### config.mk
export PLATFORM = sky130hd
export DESIGN_NAME = hack_rom_loader
export DESIGN_NICKNAME = d
export VERILOG_FILES = /design/src/rtl/hack_loader_pkg.sv /design/src/rtl/hack_uart_rx.sv /design/src/rtl/hack_rom_loader.sv
export SDC_FILE = /design/constraint.sdc
export NUM_CORES = 1
export LEC_CHECK = 0
export CORE_ASPECT_RATIO = 1.4
export CORE_MARGIN = 3
export CORE_UTILIZATION = 48
export DETAILED_ROUTE_END_ITERATION = 8
export PLACE_DENSITY_LB_ADDON = 0.2
export SLEW_MARGIN = 40
export SYNTH_ARGS = -nofsm -noshare
export SYNTH_HDL_FRONTEND = slang
export SYNTH_SLANG_ARGS = --single-unit
### constraint.sdc
create_clock -name clk -period 3.8 [get_ports clk]
set_clock_uncertainty 0.2 [all_clocks]
set_input_delay 0.57 -clock clk [delete_from_list [all_inputs] [get_ports clk]]
set_output_delay 0.57 -clock clk [all_outputs]
set_load 0.01 [all_outputs]
### src/rtl/hack_loader_pkg.sv
// ============================================================================
//  Module      : hack_loader_pkg
//  Description : Shared types, constants and helpers for the Hack ROM boot
//                loader and its UART receiver.
//  Revision    : 1.0 - initial release
// ============================================================================
`default_nettype none

package hack_loader_pkg;

    // Loader FSM states, in frame order followed by the terminal states.
    typedef enum logic [2:0] {
        SYNC    = 3'd0,
        LEN_HI  = 3'd1,
        LEN_LO  = 3'd2,
        DATA_HI = 3'd3,
        DATA_LO = 3'd4,
        CHECK   = 3'd5,
        RUN     = 3'd6,
        FAIL    = 3'd7
    } loader_state_t;

    // Frame start marker; not folded into the checksum.
    localparam logic [7:0] SYNC_BYTE = 8'hA5;

    // Clock cycles per UART bit, rounded to the nearest integer.
    function automatic int clks_per_bit(input int clk_freq, input int baud);
        return (clk_freq + (baud / 2)) / baud;
    endfunction

endpackage

`default_nettype wire

### src/rtl/hack_uart_rx.sv
// ============================================================================
//  Module      : hack_uart_rx
//  Description : 8N1 UART receiver. Two-flop synchronizer, mid-bit sampling,
//                LSB first. Emits a one-cycle rx_valid for a good byte or a
//                one-cycle rx_ferr when the stop bit reads low.
//  Revision    : 1.0 - initial release
// ============================================================================
`default_nettype none

module hack_uart_rx #(
    parameter int CLK_FREQ = 50000000,
    parameter int BAUD     = 115200
) (
    input  logic       clk,
    input  logic       reset,
    input  logic       rx,
    output logic       rx_valid,
    output logic [7:0] rx_data,
    output logic       rx_ferr
);
    import hack_loader_pkg::*;

    localparam int CLKS_PER_BIT = clks_per_bit(CLK_FREQ, BAUD);
    localparam int CNT_W        = $clog2(CLKS_PER_BIT + 1);
    localparam int HALF_CNT     = (CLKS_PER_BIT / 2 > 0) ? (CLKS_PER_BIT / 2) - 1 : 0;
    localparam logic [CNT_W-1:0] FULL_LAST = CNT_W'(CLKS_PER_BIT - 1);
    localparam logic [CNT_W-1:0] HALF_LAST = CNT_W'(HALF_CNT);

    // RX_BREAK waits for the line to return high after a framing error so a
    // held-low line is not mistaken for a fresh start bit.
    typedef enum logic [2:0] {
        RX_IDLE  = 3'd0,
        RX_START = 3'd1,
        RX_DATA  = 3'd2,
        RX_STOP  = 3'd3,
        RX_BREAK = 3'd4
    } rx_state_t;

    rx_state_t        state;
    logic             rx_meta;
    logic             rx_sync;
    logic [CNT_W-1:0] cnt;
    logic [2:0]       bit_idx;
    logic [7:0]       shreg;

    // Bring the asynchronous line into the clk domain; idle level is high.
    always_ff @(posedge clk) begin
        if (reset) begin
            rx_meta <= 1'b1;
            rx_sync <= 1'b1;
        end else begin
            rx_meta <= rx;
            rx_sync <= rx_meta;
        end
    end

    // Bit-timing state machine with registered strobes and data.
    always_ff @(posedge clk) begin
        if (reset) begin
            state    <= RX_IDLE;
            cnt      <= '0;
            bit_idx  <= 3'd0;
            shreg    <= 8'd0;
            rx_valid <= 1'b0;
            rx_ferr  <= 1'b0;
            rx_data  <= 8'd0;
        end else begin
            rx_valid <= 1'b0;
            rx_ferr  <= 1'b0;
            case (state)
                RX_IDLE: begin
                    cnt <= '0;
                    if (!rx_sync) begin
                        state <= RX_START;
                    end
                end
                RX_START: begin
                    if (cnt == HALF_LAST) begin
                        cnt     <= '0;
                        bit_idx <= 3'd0;
                        // A glitch that is gone by mid-bit is not a start bit.
                        state   <= rx_sync ? RX_IDLE : RX_DATA;
                    end else begin
                        cnt <= cnt + CNT_W'(1);
                    end
                end
                RX_DATA: begin
                    if (cnt == FULL_LAST) begin
                        cnt     <= '0;
                        shreg   <= {rx_sync, shreg[7:1]};
                        bit_idx <= bit_idx + 3'd1;
                        if (bit_idx == 3'd7) begin
                            state <= RX_STOP;
                        end
                    end else begin
                        cnt <= cnt + CNT_W'(1);
                    end
                end
                RX_STOP: begin
                    if (cnt == FULL_LAST) begin
                        cnt <= '0;
                        if (rx_sync) begin
                            rx_valid <= 1'b1;
                            rx_data  <= shreg;
                            state    <= RX_IDLE;
                        end else begin
                            rx_ferr <= 1'b1;
                            state   <= RX_BREAK;
                        end
                    end else begin
                        cnt <= cnt + CNT_W'(1);
                    end
                end
                RX_BREAK: begin
                    cnt <= '0;
                    if (rx_sync) begin
                        state <= RX_IDLE;
                    end
                end
                default: state <= RX_IDLE;
            endcase
        end
    end

endmodule

`default_nettype wire

### src/rtl/hack_rom_loader.sv
// ============================================================================
//  Module      : hack_rom_loader
//  Description : UART boot loader for hack_cpu. Receives a framed image
//                (A5, LEN_HI, LEN_LO, words hi/lo, CHK), writes the words into
//                the instruction ROM and releases the CPU only when the XOR
//                checksum matches. A sync byte while running triggers a reload.
//  Revision    : 1.0 - initial release
// ============================================================================
`default_nettype none

module hack_rom_loader #(
    parameter int WIDTH       = 16,
    parameter int ADDR_W      = 15,
    parameter int CLK_FREQ    = 50000000,
    parameter int BAUD        = 115200,
    parameter int TIMEOUT_CYC = 1000000
) (
    input  logic              clk,
    input  logic              reset,
    input  logic              uart_rx,
    output logic              rom_we,
    output logic [ADDR_W-1:0] rom_addr,
    output logic [WIDTH-1:0]  rom_wdata,
    output logic              cpu_reset,
    output logic              busy,
    output logic              done,
    output logic              error
);
    import hack_loader_pkg::*;

    localparam int TO_W = $clog2(TIMEOUT_CYC + 1);
    localparam logic [TO_W-1:0] TO_LAST = TO_W'(TIMEOUT_CYC - 1);
    // Largest legal word count: one full ROM.
    localparam logic [16:0] MAX_LEN = 17'(1) << ADDR_W;

    loader_state_t   state;
    logic [7:0]      checksum;
    logic [7:0]      len_hi_byte;
    logic [7:0]      hi_byte;
    logic [15:0]     len;
    logic [15:0]     word_cnt;
    logic [TO_W-1:0] to_cnt;

    logic            rx_valid;
    logic            rx_ferr;
    logic [7:0]      rx_data;

    logic            in_load;
    logic            timed_out;
    logic [15:0]     len_new;
    logic            len_bad;

    hack_uart_rx #(
        .CLK_FREQ (CLK_FREQ),
        .BAUD     (BAUD)
    ) u_uart_rx (
        .clk      (clk),
        .reset    (reset),
        .rx       (uart_rx),
        .rx_valid (rx_valid),
        .rx_data  (rx_data),
        .rx_ferr  (rx_ferr)
    );

    // States in which a frame is being received and errors abort the load.
    assign in_load   = (state == LEN_HI) || (state == LEN_LO) || (state == DATA_HI) ||
                       (state == DATA_LO) || (state == CHECK);
    assign timed_out = in_load && !rx_valid && (to_cnt == TO_LAST);
    assign len_new   = {len_hi_byte, rx_data};
    assign len_bad   = (len_new == 16'd0) || ({1'b0, len_new} > MAX_LEN);

    // Loader FSM with all outputs registered.
    always_ff @(posedge clk) begin
        if (reset) begin
            state       <= SYNC;
            rom_we      <= 1'b0;
            rom_addr    <= '0;
            rom_wdata   <= '0;
            cpu_reset   <= 1'b1;
            busy        <= 1'b0;
            done        <= 1'b0;
            error       <= 1'b0;
            checksum    <= 8'd0;
            len_hi_byte <= 8'd0;
            hi_byte     <= 8'd0;
            len         <= 16'd0;
            word_cnt    <= 16'd0;
            to_cnt      <= '0;
        end else begin
            rom_we <= 1'b0;

            // Advance the address once the write pulse has been seen, but
            // never past the last word of the frame.
            if (rom_we && (word_cnt != len)) begin
                rom_addr <= rom_addr + ADDR_W'(1);
            end

            // Inter-byte watchdog, only meaningful while a frame is open.
            if (in_load && !rx_valid) begin
                to_cnt <= to_cnt + TO_W'(1);
            end else begin
                to_cnt <= '0;
            end

            if (in_load && (rx_ferr || timed_out)) begin
                state <= FAIL;
            end else begin
                case (state)
                    SYNC, RUN: begin
                        if (rx_valid && (rx_data == SYNC_BYTE)) begin
                            state     <= LEN_HI;
                            cpu_reset <= 1'b1;
                            done      <= 1'b0;
                            busy      <= 1'b1;
                            error     <= 1'b0;
                            checksum  <= 8'd0;
                            rom_addr  <= '0;
                            word_cnt  <= 16'd0;
                        end
                    end
                    LEN_HI: begin
                        if (rx_valid) begin
                            len_hi_byte <= rx_data;
                            checksum    <= checksum ^ rx_data;
                            state       <= LEN_LO;
                        end
                    end
                    LEN_LO: begin
                        if (rx_valid) begin
                            len      <= len_new;
                            checksum <= checksum ^ rx_data;
                            state    <= len_bad ? FAIL : DATA_HI;
                        end
                    end
                    DATA_HI: begin
                        if (rx_valid) begin
                            hi_byte  <= rx_data;
                            checksum <= checksum ^ rx_data;
                            state    <= DATA_LO;
                        end
                    end
                    DATA_LO: begin
                        if (rx_valid) begin
                            rom_we    <= 1'b1;
                            rom_wdata <= WIDTH'({hi_byte, rx_data});
                            checksum  <= checksum ^ rx_data;
                            word_cnt  <= word_cnt + 16'd1;
                            state     <= ((word_cnt + 16'd1) == len) ? CHECK : DATA_HI;
                        end
                    end
                    CHECK: begin
                        if (rx_valid) begin
                            if (rx_data == checksum) begin
                                state     <= RUN;
                                cpu_reset <= 1'b0;
                                done      <= 1'b1;
                                busy      <= 1'b0;
                            end else begin
                                state <= FAIL;
                            end
                        end
                    end
                    FAIL: begin
                        // ROM contents written so far are left as they are.
                        error     <= 1'b1;
                        busy      <= 1'b0;
                        done      <= 1'b0;
                        cpu_reset <= 1'b1;
                        state     <= SYNC;
                    end
                    default: state <= SYNC;
                endcase
            end
        end
    end

endmodule

`default_nettype wire

==> summary by stage, run 1 <==
Hold path
The worst hold path class is reg2reg.

STA
Setup violations remaining at the end of the flow were counted as 0. The slew at the pin closest to its max-slew limit is 781 ps. After layout, the worst path uses 75.0% of the clock period. The final total negative setup slack is 0 ps. Subtracting the final worst setup slack from the clock period gives 2850 ps.

The count of endpoints failing hold in the final timing report was 0. The worst slew margin relative to its limit is 47.7%. Setup repair after global routing left no endpoint under its margin.

The number of max-slew violations in the final report is 0. Across all hold checks on the routed design, the worst slack comes to 207 ps. The highest clock frequency the design can meet is 351 MHz.

CTS
The clock tree root driver cell is sky130_fd_sc_hd__clkbuf_16. Hold repair after CTS inserted 0 buffers. The number of instances resized during post-cts repair is 0. The clock tree from TritonCTS is done. After clock tree synthesis, the clock-pin slew on the worst setup and hold paths is 60 ps. The largest buffer count on any clock path is 2. After clock tree synthesis, the setup repair step added 0 buffers.

The CTS sink count is 150. The clock reaches the later pin of the worst-skew pair after 430 ps. The total CTS buffers is 17. The clock tree synthesis step divided the H-tree into 4 levels.

Yosys
Yosys printed 0 warnings. The number of nets in the synthesized netlist is 859. By area the synthesized netlist is led by sky130_fd_sc_hd__dfxtp_1 (42%), sky130_fd_sc_hd__mux2i_1 (6.3%), sky130_fd_sc_hd__nor2_1 (6.1%).

The post-synthesis area per instance is 8.46 µm². The most used flip-flop cell after synthesis is sky130_fd_sc_hd__dfxtp_1. The synthesized netlist occupies a cell area of 7180 µm². The synthesized design spends more area on one cell type than any other, namely sky130_fd_sc_hd__dfxtp_1.

In this run, synthesis inferred 0 flip-flops with an integrated enable. In the synthesized netlist, the number of instances is 848. The async set-reset flop share out of synthesis is 0%. The flip-flop and latch count after synthesis is 150. Of the synthesized area, sequential elements account for 41.8%. The fraction of post-synthesis cell area in the top cell type by area is 41.8%. The count of different cell masters after synthesis is 64.

Power and ir drop
The leakage power figure is 3.09 nW. The combinational fraction of design power is 0.9%. Net switching is 21.3% of the power. The power share of the sequential group is 47.3%. The clock power share is 51.8%. In this run the power density over the cells is 405 nW/µm². The worst supply voltage drop on vdd is 282 µV. The internal portion of total power is 2.62 mW. The analysis attributes to net switching a power of 0.711 mW.

Critical path
The worst setup path is of the reg2reg kind. The startpoint kind of the worst setup timing path is a flop. Together, buffers and inverters on the worst path number 0. Of all nets on the critical path, the largest fanout is 13. STA classifies the critical path endpoint as a flop. The delay of the slowest cell on the worst path is 510 ps.

Data arrives at the worst endpoint at 2940 ps. The cell with the largest stage delay on the worst path is sky130_fd_sc_hd__or4_1. The reg2reg setup slack is 950 ps.

The kind of cell adding the most delay to the critical path is simple AND/OR/NAND/NOR gates. Traced cell by cell, the critical path runs through ha_1 -> nand2_1 -> or4_1 -> or4b_1 -> a31oi_1 -> o22a_2 -> o211ai_1. For the worst setup path, the data required time is 3890 ps.

Global routing
The maximum number of pins on one net before global-route repair is 80. The number of antenna violations at the first check in global routing is 0. The overall overflow remaining after global route is 0. The total global routing track utilization is 20.4%. The wire length of the first global-routing pass is 26.9 mm. The number of global-route vias before repair is 5738.

Route
The via count normalized by instance count is 5.65. The final antenna-violating net count is 0. The routed layout has 5976 vias. For this run, the detailed router's first-pass iteration total came to 6. The routed wire length is 16.1 mm. The detailed-route wire length per cell is 15.2 µm. After detailed routing, the number of remaining DRC violations is 0. The number of DRC markers in iteration 0 is 460.

Floorplanning
The area of the die is 16500 µm². The horizontal extent of the die is 109 µm. The floorplan die height is 151 µm. The number of top-level pins is 39. For this configuration, the core starts out at a cell density of 49.3%.

The core region is 14600 µm². After floorplanning, the core was divided into 52 placement rows.

Layout
The number of non-filler instances in the completed layout is 1058. Relative to the synthesized area, the layout overhead comes to 14.5%. The number of antenna diodes in the final layout is 0.

Counting the fill cells in the layout gives 1330. The library cell used most frequently in the layout, excluding fill and tap cells, is sky130_fd_sc_hd__dfxtp_1. Cells with a size suffix above 1 make up 5.87% of the layout. The final net count is 868. Leaving out fill and tap cells, the most frequent cells in the layout are sky130_fd_sc_hd__dfxtp_1 (149), sky130_fd_sc_hd__nor2_1 (116), sky130_fd_sc_hd__nand2_1 (77).

Placed design
The final weighted congestion of routability-driven global placement is 0.871. The detailed-placement wirelength estimate is 11.3 mm. In this run the tool buffered the top-level ports with 38 buffer cells. Counting tap cells, the placed design contains a total of 1027 instances.

Job
The max-capacitance violation count is 0.

Status
The run finished with clean final reports.
==> metrics by stage <==
stage,util [%],area [µm²],worst slack (ps),total power [mW]
2_1_floorplan,-,7180,1410,1.63
3_3_place_gp,52.3,7620,1020,1.64
3_5_place_dp,52.3,7620,996,1.64
4_1_cts,56.4,8220,972,3.37
5_1_grt,56.4,8220,797,3.43
6_report,56.4,8220,949,3.33
==> kinds of logic after synthesis <==
kind of cell / Yosys count / synth area share, %
AOI/OAI and AO/OA: 141 / 12.1
DFF: 150 / 41.8
muxes: 48 / 6.75
xor gates and xnor gates: 74 / 9.03
buffers and inverters: 69 / 3.82
adders and majority gates: 8 / 1.39
and+or+nand+nor: 358 / 25.1
==> path summary, 6_finish.rpt <==
path                                         from                 to  depth (start not counted)
worst min register to register  u_uart_rx.rx_meta  u_uart_rx.rx_sync                          1
worst min-delay path            u_uart_rx.rx_meta  u_uart_rx.rx_sync                          1
worst max register to register        word_cnt[0]           state[1]                          7
worst max-delay path                  word_cnt[0]           state[1]                          7
==> registers in the layout (all words and copies together), names as in the netlist, 3 cells and up <==
name	cells
u_uart_rx.rx_data	8
checksum	8
u_uart_rx.shreg	8
state	3
u_uart_rx.bit_idx	3
len	16
to_cnt	20
word_cnt	16
u_uart_rx.state	3
rom_wdata	16
u_uart_rx.cnt	9
len_hi_byte	8
hi_byte	8
rom_addr	15
==> synth_stat cells (3+ instances only) <==
cell type                  count
sky130_fd_sc_hd__nor4bb_1      4
sky130_fd_sc_hd__and3_1       15
sky130_fd_sc_hd__and2_1        5
sky130_fd_sc_hd__nor4_1        8
sky130_fd_sc_hd__dfxtp_1     150
sky130_fd_sc_hd__o211ai_1      6
sky130_fd_sc_hd__mux2i_1      45
sky130_fd_sc_hd__a21oi_1      60
sky130_fd_sc_hd__nand3_1      26
sky130_fd_sc_hd__a311oi_1      8
sky130_fd_sc_hd__nor2b_1       4
sky130_fd_sc_hd__and3b_1       4
sky130_fd_sc_hd__inv_1        14
sky130_fd_sc_hd__xor2_1       42
sky130_fd_sc_hd__nor2_1      116
sky130_fd_sc_hd__nor3_1       17
sky130_fd_sc_hd__ha_1          8
sky130_fd_sc_hd__nand4_1      23
sky130_fd_sc_hd__nand2_1      77
sky130_fd_sc_hd__or2_2         4
sky130_fd_sc_hd__o21ai_0      32
sky130_fd_sc_hd__nand3b_1     12
sky130_fd_sc_hd__buf_2         6
sky130_fd_sc_hd__mux2_2        3
sky130_fd_sc_hd__or3_1        12
sky130_fd_sc_hd__a22oi_1       3
sky130_fd_sc_hd__xnor2_1      32
sky130_fd_sc_hd__nand2b_1     11
sky130_fd_sc_hd__and4_1        5
sky130_fd_sc_hd__clkbuf_1     44
sky130_fd_sc_hd__nor3b_1       3
sky130_fd_sc_hd__or4_1         4
sky130_fd_sc_hd__a211oi_1      4
sky130_fd_sc_hd__o21a_1        3
==> power by group through the flow <==
| stage | sequential [mW] | combinational [mW] | clock [mW] |
|---|---|---|---|
| after global routing | 1.58 | 0.0328 | 1.82 |
| after floorplan | 1.61 | 0.0234 | 0 |
| after detailed placement | 1.61 | 0.0297 | 0 |
| after global placement | 1.61 | 0.0292 | 0 |
| after CTS | 1.58 | 0.0297 | 1.76 |
| final | 1.58 | 0.0291 | 1.72 |
==> routing by layer <==
metal	routed length, µm	GRT usage (%)
met1	6830	23.5
met2	8420	35.9
met3	515	5.23
met4	329	7.74
met5	0	0
==> cell type report <==
type	count	area [µm²]	area share (%)
Tap cell	189	236	2.88
Clock inverter	13	174	2.12
Timing Repair Buffer	44	420	5.11
Sequential cell	150	3000	36.5
Clock buffer	18	429	5.22
Inverter	15	56.3	0.685
Multi-Input combinational cell	629	3900	47.5
(Power assumes the default switching activity.)
==> run 2: changes to the inputs <==
==> constraint.sdc (replaced) <==
create_clock -name clk -period 2.4 [get_ports clk]
set_clock_uncertainty 0.2 [all_clocks]
set_input_delay 0.36 -clock clk [delete_from_list [all_inputs] [get_ports clk]]
set_output_delay 0.36 -clock clk [all_outputs]
set_load 0.01 [all_outputs]
==> summary by stage, run 2 (same netlist as run 1, synthesis figures left out) <==
Status
The run finished with clean final reports.

CTS
The clock reaches the later pin of the worst-skew pair after 430 ps. The level count of the clock H-tree is 4. The clock tree root driver cell is sky130_fd_sc_hd__clkbuf_16.

The clock tree from TritonCTS is done. The clock passes through at most 2 buffers. The number of clock buffers added by TritonCTS is 17. Clock tree synthesis found a total of 150 sinks.

Clock-pin slew was measured on the worst setup and hold paths at 60 ps.

Floorplanning
The die covers 16500 µm². In this run the standard cell core region covers 14600 µm². The initial utilization of the core area, before any placement, comes to 49.3%. The number of top-level pins is 39. In this run the horizontal extent of the chip is 109 µm. The floorplan has 52 rows. The die is 151 µm tall.

Power and ir drop
The completed layout was analyzed and its total power is 5.11 mW. The internal portion of total power is 3.95 mW. The ratio of total power to cell area is 588 nW/µm².

The combinational fraction of design power is 1.0%. The switching power share of the total is 22.6%. For this design the static power due to leakage is 3.36 nW. Of the total power, registers draw 48.8%. The worst-case IR drop observed on VDD is 598 µV. The clock network burns 50.2% of the power. The switching power is 1.16 mW.

Critical path
The critical path goes through nand4_4 -> or4_1 -> or4b_1 -> a31oi_1 -> o22a_2 -> o211ai_1. The classification of the worst setup path is reg2reg. The kind of cell adding the most delay to the critical path is simple AND/OR/NAND/NOR gates. The startpoint kind of the worst setup timing path is a flop. The cell with the largest stage delay on the worst path is sky130_fd_sc_hd__or4_1. The worst setup path is captured at a flop. The delay of the slowest cell on the worst path is 540 ps. STA puts the critical path data required time at 2490 ps.

The number of buffers and inverters on the critical path is 0. The startpoint of the lowest-slack register-to-register path is word_cnt[5]. Data on the critical path arrives at its endpoint at 2420 ps. In this run the worst path has a maximum fanout of 4. Tracing the worst setup path back leads to its startpoint at word_cnt[5].

Hold path
The hold path startpoint is reset. The worst hold path class is in2reg.

STA
The number of max-slew violations in the final report came to 0. The worst slew margin relative to its limit is 57.0%. The final total negative setup slack is 0 ps. The total setup violations reported at the end of the flow is 0.

The final critical path takes up 97.1% of the cycle. Setup repair after global routing could not meet its margin everywhere. Static timing analysis puts the maximum clock frequency at 429 MHz. Setup slack closes at 70.1 ps. The minimum clock period after layout is 2330 ps. The count of endpoints failing hold in the final timing report is 0.

The slew at the pin closest to its max-slew limit is 645 ps.

Layout
The final net count is 922. Relative to the synthesized area, the layout overhead comes to 21.0%. Of the cells placed in the final design, the portion with a size suffix greater than 1 is 13.3%. More flip-flops sit in one register than any other, and that register is to_cnt.

The antenna diode count is 0. Leaving out fill and tap cells, the most frequent cells in the layout are sky130_fd_sc_hd__dfxtp_1 (143), sky130_fd_sc_hd__nor2_1 (116), sky130_fd_sc_hd__nand2_1 (76). The library cell used most frequently in the layout, excluding fill and tap cells, is sky130_fd_sc_hd__dfxtp_1.

The finished cells cover 8680 µm². The number of non-filler instances in the completed layout is 1113. The flip-flop count of the largest register, all copies and words added is 20. The filler cell count in the final layout is 1321.

Global routing
The number of global-route vias before repair was 5953. The number of antenna violations at the first check in global routing is 0. The met1 track demand over resource is 24.1%. The most heavily used metal layer in global routing is met2. The overall overflow remaining after global route is 0.

The maximum number of pins on one net before global-route repair is 51. The wire length of the first global-routing pass is 27.9 mm. The total global routing track utilization is 21.3%. The met2 routing resource usage after global routing is 38.2%.

The met3 track demand over resource is 4.68%.

Placed design
Routability-driven placement finished with a final weighted congestion of 0.894. The worst setup timing slack at the placement stage is 24.2 ps. Detailed placement finished with a half-perimeter wire length of 12.3 mm. The cell area reported after detailed placement is 8030 µm². In this run, placement finished with an instance count of 1080. Port buffering added 38 buffers.

Route
Once detail routing completed, the nets flagged for antenna violations numbered 0. The post-route DRC violation count is 0. The detailed-route wire length per cell is 15.3 µm. After detailed routing, the number of vias per cell comes to 5.59. The number of DRC markers in iteration 0 is 434. Across all layers, the routed design uses 6218 vias.

The routed wire length is 17.0 mm. Before antenna repair, the detailed router went through 5 iterations.

Job
The max-capacitance violation count is 0.
[run 2: changes by cell type in the layout (fill, tap and decap cells not counted), sizes merged]
cell / before / now
buf: 7 / 61
bufinv: 3 / 1
clkbuf: 18 / 17
clkinvlp: 3 / 4
inv: 18 / 21
[run 2: cell type report]
cell class / count / area (µm²) / share of cell area, %
multi-input cells: 629 / 3970 / 45.7
clock buffers: 17 / 425 / 4.90
flip-flops and latches: 150 / 3010 / 34.7
clock inverters: 15 / 143 / 1.64
well taps: 189 / 236 / 2.72
inverters: 15 / 56.3 / 0.648
repair buffers: 98 / 838 / 9.65
[run 2: metrics by stage]
stage / hold slack (ps) / util, %
detailed placement: 218 / 55.1
floorplan: 189 / -
global placement: 195 / 55.1
finish: 161 / 59.6
CTS: 157 / 59.0
global route: 192 / 59.6
[run 2: final timing paths]
| check | end | slack [ps] | cells past startpoint |
|---|---|---|---|
| max | state[1] | 70 | 6 |
| min reg2reg | u_uart_rx.rx_sync | 230 | 1 |
| max reg2reg | state[1] | 70 | 6 |
| min | busy | 160 | 3 |
[run 2: tightest hold or removal path, cell delays in order]
cell and delay [ps]:
sky130_fd_sc_hd__buf_2 120, sky130_fd_sc_hd__inv_1 130, sky130_fd_sc_hd__o21a_1 130
[run 2: power groups by stage]
stage | clock (mW) | combinational (mW) | sequential [mW]
floorplan | 0 | 0.0370 | 2.55
global placement | 0 | 0.0512 | 2.55
detailed placement | 0 | 0.0519 | 2.55
CTS | 2.61 | 0.0519 | 2.49
global route | 2.72 | 0.0565 | 2.49
finish | 2.56 | 0.0515 | 2.49
[run 2: layer usage]
metal | wire length [µm] | up-vias
met5 | 0 | -
met1 | 7100 | 2970
met4 | 421 | 0
met2 | 9030 | 117
li1 | - | 3101
met3 | 475 | 30
[run 2: what timing repair did]
| action | CTS | global route |
|---|---|---|
| setup endpoints to repair | 0 | 20 |
| setup buffers | 0 | 1 |
| hold buffers | 0 | 0 |
| resized for setup | 0 | 19 |
